File: config.mk
export PLATFORM = sky130hd
export DESIGN_NAME = lcd_timing_gen
export DESIGN_NICKNAME = d
export VERILOG_FILES = /design/src/rtl/lcd_timing_gen.sv
export SDC_FILE = /design/constraint.sdc
export NUM_CORES = 1
export LEC_CHECK = 0
export ABC_AREA = 1
export CORE_MARGIN = 4
export CORE_UTILIZATION = 40
export CTS_CLUSTER_DIAMETER = 200
export CTS_CLUSTER_SIZE = 16
export DETAILED_ROUTE_END_ITERATION = 10
export PLACE_DENSITY_LB_ADDON = 0.1
export SLEW_MARGIN = 30
export SYNTH_ARGS = -nofsm -noshare
export SYNTH_HDL_FRONTEND = slang
export SYNTH_SLANG_ARGS = --single-unit
File: constraint.sdc
create_clock -name clk -period 3.19 [get_ports clk]
set_clock_uncertainty 0.1 [all_clocks]
set_input_delay 0.4785 -clock clk [delete_from_list [all_inputs] [get_ports clk]]
set_output_delay 0.4785 -clock clk [all_outputs]
set_load 0.005 [all_outputs]
File: src/rtl/lcd_timing_gen.sv
// lcd_timing_gen: DE/HV-mode TFT timing generator with frame-buffer stream
// input, built-in colour bars, sticky underflow flag and run-time enable.
module lcd_timing_gen #(
   parameter int unsigned H_ACTIVE = 800,
   parameter int unsigned H_FRONT  = 210,
   parameter int unsigned H_SYNC   = 1,
   parameter int unsigned H_BACK   = 45,
   parameter int unsigned V_ACTIVE = 480,
   parameter int unsigned V_FRONT  = 22,
   parameter int unsigned V_SYNC   = 1,
   parameter int unsigned V_BACK   = 22,
   parameter int unsigned CW       = 8
) (
   input  logic            clk,
   input  logic            reset_n,
   input  logic            enable,
   input  logic            mode,
   input  logic [3*CW-1:0] pix_data,
   input  logic            pix_valid,
   output logic            pix_ready,
   input  logic            underflow_clr,
   output logic            underflow,
   output logic            sof,
   output logic [3*CW-1:0] RGB,
   output logic            DEN,
   output logic            HSD,
   output logic            VSD,
   output logic            STBYB
);

   localparam int unsigned H_TOTAL = H_SYNC + H_BACK + H_ACTIVE + H_FRONT;
   localparam int unsigned V_TOTAL = V_SYNC + V_BACK + V_ACTIVE + V_FRONT;
   localparam int unsigned HW      = $clog2(H_TOTAL);
   localparam int unsigned VW      = $clog2(V_TOTAL);
   localparam int unsigned BAR_W   = H_ACTIVE / 8;

   // Region bounds carry one extra bit so an end bound equal to the total
   // (zero front porch) cannot wrap.
   localparam logic [HW-1:0] H_LAST    = HW'(H_TOTAL - 1);
   localparam logic [VW-1:0] V_LAST    = VW'(V_TOTAL - 1);
   localparam logic [HW:0]   H_SYN_END = (HW+1)'(H_SYNC);
   localparam logic [HW:0]   H_ACT_BEG = (HW+1)'(H_SYNC + H_BACK);
   localparam logic [HW:0]   H_ACT_END = (HW+1)'(H_SYNC + H_BACK + H_ACTIVE);
   localparam logic [VW:0]   V_SYN_END = (VW+1)'(V_SYNC);
   localparam logic [VW:0]   V_ACT_BEG = (VW+1)'(V_SYNC + V_BACK);
   localparam logic [VW:0]   V_ACT_END = (VW+1)'(V_SYNC + V_BACK + V_ACTIVE);

   logic [HW-1:0]   h_cnt;
   logic [VW-1:0]   v_cnt;
   logic [HW-1:0]   h_nxt_c;
   logic [VW-1:0]   v_nxt_c;
   logic            mode_q;
   logic            hs_c;
   logic            vs_c;
   logic            act_c;
   logic            origin_c;
   logic            miss_c;
   logic [HW-1:0]   x_c;
   logic [2:0]      bar_c;
   logic [3*CW-1:0] rgb_nxt_c;

   // Region decode and next counter state from the registered counters.
   always_comb begin
      hs_c     = ({1'b0, h_cnt} < H_SYN_END);
      vs_c     = ({1'b0, v_cnt} < V_SYN_END);
      act_c    = ({1'b0, h_cnt} >= H_ACT_BEG) && ({1'b0, h_cnt} < H_ACT_END) &&
                 ({1'b0, v_cnt} >= V_ACT_BEG) && ({1'b0, v_cnt} < V_ACT_END);
      origin_c = (h_cnt == '0) && (v_cnt == '0);
      h_nxt_c  = h_cnt + HW'(1);
      v_nxt_c  = v_cnt;
      if (h_cnt == H_LAST) begin
         h_nxt_c = '0;
         v_nxt_c = (v_cnt == V_LAST) ? '0 : v_cnt + VW'(1);
      end
   end

   // Stream handshake, underflow detect and next pixel value.
   always_comb begin
      pix_ready = enable && act_c && !mode_q;
      miss_c    = pix_ready && !pix_valid;
      x_c       = h_cnt - HW'(H_SYNC + H_BACK);
      bar_c     = 3'(x_c / HW'(BAR_W));
      rgb_nxt_c = '0;
      if (act_c) begin
         if (mode_q) begin
            rgb_nxt_c = {{CW{bar_c[2]}}, {CW{bar_c[1]}}, {CW{bar_c[0]}}};
         end else if (pix_valid) begin
            rgb_nxt_c = pix_data;
         end
      end
   end

   // Horizontal/vertical counters; held at the origin while disabled.
   always_ff @(posedge clk or negedge reset_n) begin
      if (!reset_n) begin
         h_cnt <= '0;
         v_cnt <= '0;
      end else if (!enable) begin
         h_cnt <= '0;
         v_cnt <= '0;
      end else begin
         h_cnt <= h_nxt_c;
         v_cnt <= v_nxt_c;
      end
   end

   // Mode is latched only at frame start so a frame never mixes sources.
   always_ff @(posedge clk or negedge reset_n) begin
      if (!reset_n) begin
         mode_q <= 1'b0;
      end else if (enable && origin_c) begin
         mode_q <= mode;
      end
   end

   // Panel outputs, one clock behind the counter state.
   always_ff @(posedge clk or negedge reset_n) begin
      if (!reset_n) begin
         HSD   <= 1'b1;
         VSD   <= 1'b1;
         DEN   <= 1'b0;
         RGB   <= '0;
         sof   <= 1'b0;
         STBYB <= 1'b0;
      end else if (!enable) begin
         HSD   <= 1'b1;
         VSD   <= 1'b1;
         DEN   <= 1'b0;
         RGB   <= '0;
         sof   <= 1'b0;
         STBYB <= 1'b0;
      end else begin
         HSD   <= !hs_c;
         VSD   <= !vs_c;
         DEN   <= act_c;
         RGB   <= rgb_nxt_c;
         sof   <= origin_c;
         STBYB <= 1'b1;
      end
   end

   // Sticky underflow; a new miss wins over a simultaneous clear.
   always_ff @(posedge clk or negedge reset_n) begin
      if (!reset_n) begin
         underflow <= 1'b0;
      end else if (miss_c) begin
         underflow <= 1'b1;
      end else if (underflow_clr) begin
         underflow <= 1'b0;
      end
   end

endmodule

==> results, run 1 <==
- The final routed DRC violation total is 0.
- Counting instances in the post-synthesis netlist gives the leading cell types as nand2_1, dfrtp_1, inv_1.
- In this run the clock root is driven by a clkbuf_8.
- The clock tree from TritonCTS is done.
- The clock latency on the worst-skew pair is 300 ps.
- Counting I/O delays and the setup requirement, the final critical path takes 3530 ps.
- Summed over all nets, the half-perimeter wirelength after detailed placement is 7140 um.
- The count of flip-flops with a built-in enable after synthesis is 0.
- The worst register-to-register path has a setup slack of -340 ps.
- The via count of the first global-routing pass was 3369.
- The number of buffers on the longest clock path is 2.
- The number of standard cells after synthesis is 460.
- The instance area at placement is 4730 sq um.
- Data on the critical path arrives at its endpoint at 3620 ps.
- The detailed-route wire length per cell is 13.4 um.
- The utilization after layout is 61.0%.
- The final weighted congestion of routability-driven global placement is 0.912.
- The initialized floorplan defines 33 standard-cell rows.
- The worst register-to-register path has a depth of 28.
- The repair_antennas step left the layout with diodes totalling 0.
- The endpoint required time on the critical path is 3280 ps.
- Sequential cells were found to cover 37.0% of the synthesized design area.
- The maximum VDD drop is 0.000196 V.
- The total count of max-transition violations in the final report came to 0.
- The detail route stage leaves a number of antenna-violating nets equal to 0.
- The path class of the tightest hold or removal check is flop to flop.
- Clock tree synthesis found a total of 52 sinks.
- The design draws 1.30 mW.
- In this run the power spent charging and discharging nets is 0.356 mW.
- By area the synthesized netlist is led by dfrtp_1, nand2_1, a21oi_1, inv_1, nor2_1.
- The die span in x is 102 um.
- The first-pass iteration count of the detailed router is 5.
- Clock-pin slew was measured on the worst setup and hold paths at 100 ps.
- Global routing used 18.8% of the available tracks across all layers.
- The flip-flop and latch count after synthesis is 52.
- The largest area contributor in the netlist is dfrtp_1.
- In the finished design, the share of the clock period the worst path needs comes to 111%.
- After detailed routing, the total wire length is 9480 um.
- The kind of critical path is flop to flop.
- At the pin with the least slew margin, the transition time is 916 ps.
- The share of total power dissipated in combinational logic is 16.2%.
- The top-level I/O count is 61.
- Tracing the worst setup path back leads to its startpoint at h_cnt[1].
- The run finished, with violations left.
- The total nets after synthesis is 500.
- In the final design database the tool counted 643 nets.
- The number of max-capacitance violations reported is 0.
- The mapped netlist covers 3520 sq um.
- The non-filler instance count after layout is 709.
- The die covers 10400 sq um.
- From synthesis to final layout, the design area changed by 45.2%.
- The maximum clock frequency is 0.283 GHz.
- The remaining global-route overflow is 0.
- The most numerous cell in the Yosys netlist is nand2_1.
- The core region is 8380 sq um.
- The biggest cell delay along the critical path is 450 ps.
- The initial antenna violation count is 0.
- The overall via count from detail_route is 3495.
- The most critical setup path has its endpoint at RGB[7].
- Cells with a size suffix above 1 make up 30.1% of the layout.
- The total instance count after detailed placement is 680.
- The worst setup path is launched from a flop.
- In this design, the critical path's most frequently occurring cell is nand2_2.
- The die is 102 um tall.
- The wire length of the first global-routing pass is 15900 um.
- The worst flop-to-flop path startpoint is h_cnt[1].
- The number of different library cells in the post-synthesis netlist is 43.
- For this run, asynchronously set or reset flops after synthesis account for 100%.
- The mean instance size in the synthesized netlist is 7.65 sq um.
- Net switching is 27.3% of the power.
- The most used flip-flop cell after synthesis is dfrtp_1.
- Across all setup checks in the final design, the least slack found is -341 ps.
- The cell-internal power is 0.948 mW.
- Setup violations remaining at the end of the flow were counted as 16.
- The number of DRC violations after detailed-routing iteration 0 is 168.
- For this design the ratio of total power to cell area is 255 nW/um^2.
- The slowest stage cell on the critical path is dfrtp_2.
- The number of clock buffers added by TritonCTS is 5.
- The proportion of netlist area held by the largest area contributor is 35.5%.
- The pin count of the biggest net entering global routing is 36.
- The count of buffers from port buffering is 60.
- The leakage component of the power is 2.42 nW.
- The cell area after layout is 5110 sq um.
- Dividing the detail-routed via count by the number of cells gives 4.93.
- The number of hold-slack violations in the final timing report is 0.
- The clock share of power is 30.3%.
- The total of warnings raised by yosys is 0.
- Counting the fill cells in the layout gives 779.
- The worst setup path is captured at a flop.
- Of all nets on the critical path, the largest fanout is 8.
- The worst hold path cell count is 1.
- The starting utilization of the core area is 42.0%.
- Measured against its own limit, the worst slew margin works out to 38.8%.
- CTS built an H-tree with a depth of 2.
- The endpoint identified for the worst register-to-register timing path is RGB[7].
- The checks that failed: setup timing.
- Setup repair after global routing could not meet its margin everywhere.
- The sequential group share of total power is 53.5%.
## cell usage in the layout (no fill, tap or decap), drive strengths merged, types with 3 or more instances in the layout
cell and n:
nand3 32, buf 88, clkdlybuf4s50 59, o21ai 14, dfrtp 50, nand3b 3
nor4 6, nor3 14, inv 56, a21oi 41, ha 10, clkbuf 6
nand2 112, nand4 15, xor2 9, nor2 62, or2 5
## layout make-up
cell class | count | area [sq um] | area share [%]
sequential | 52 | 1310 | 25.6
multi-input combinational | 340 | 2110 | 41.2
tap | 105 | 131 | 2.57
clock buffer | 6 | 82.6 | 1.61
timing repair buffer | 148 | 1260 | 24.6
clock inverter | 2 | 15.0 | 0.294
inverter | 56 | 210 | 4.11
## sequential cells by signal, indices dropped and copies added (netlist names)
register,cells
DEN,1
underflow,1
h_cnt,11
mode_q,1
sof,1
HSD,1
v_cnt,10
VSD,1
STBYB,1
RGB,24
## layer usage
| layer | routed length (um) | track usage, % |
|---|---|---|
| met5 | 0 | 0 |
| met4 | 98 | 3.53 |
| met3 | 502 | 2.59 |
| met2 | 4500 | 31.0 |
| met1 | 4370 | 26.7 |
## worst min path at each step
stage / from / to / slack, ps
2_1_floorplan: reset_n / DEN / 80
3_3_place_gp: reset_n / RGB[9] / 320
3_5_place_dp: reset_n / RGB[9] / 320
4_1_cts: h_cnt[0] / h_cnt[0] / 400
5_1_grt: h_cnt[0] / h_cnt[0] / 420
6_report: h_cnt[0] / h_cnt[0] / 400
## kinds of logic (layout without fill, tap and decap cells)
group / Yosys count / after routing / synth area share, %
AO/OA/AOI/OAI: 70 / 70 / 11.3
XOR/XNOR: 11 / 11 / 3.27
adder cells (fa/ha/maj): 10 / 10 / 3.55
buffers and inverters: 68 / 212 / 7.78
flip-flops: 52 / 52 / 37.0
AND/OR/NAND/NOR: 249 / 249 / 37.1
## critical path, delay by kind of cell, from the launching register on
kind | cells | cell delay (ps)
flip-flops | 1 | 450
adder cells (fa/ha/maj) | 1 | 180
AND/OR/NAND/NOR | 23 | 2030
AO/OA/AOI/OAI | 1 | 140
XOR/XNOR | 1 | 270
buffers and inverters | 2 | 240
## power by group through the flow
| stage | Combinational, mW | Sequential, mW | Clock [mW] |
|---|---|---|---|
| 2_1_floorplan | 0.116 | 0.689 | 0 |
| 3_3_place_gp | 0.191 | 0.710 | 0 |
| 3_5_place_dp | 0.193 | 0.710 | 0 |
| 4_1_cts | 0.200 | 0.697 | 0.409 |
| 5_1_grt | 0.235 | 0.701 | 0.439 |
| 6_report | 0.211 | 0.698 | 0.396 |
## stage by stage
step	setup WS, ps	hold WS (ps)	TNS (ps)
after floorplan	-90.6	82.9	-725
after global placement	-248	324	-2770
after detailed placement	-382	320	-4550
after CTS	-302	404	-3770
after global routing	-577	421	-8910
final	-341	403	-5290
## repair_timing
item	4_1_cts	5_1_grt
hold buffers	1	0
gates resized for setup	7	22
buffers inserted	5	15
gates cloned	0	0
endpoints found under the hold margin	17	0
endpoints found under the setup margin	17	22
pin swaps	6	22
No activity file was read; power rests on OpenSTA's default activity.
==> inputs of run 2 (changes only) <==
--- a/config.mk
+++ b/config.mk
@@ -6,6 +6,7 @@
 export NUM_CORES = 1
 export LEC_CHECK = 0
 export ABC_AREA = 1
+export CAP_MARGIN = 20
 export CORE_MARGIN = 4
 export CORE_UTILIZATION = 40
 export CTS_CLUSTER_DIAMETER = 200
==> results of run 2 <==
The final DEF is identical to that of run 1; final timing and power are the same.
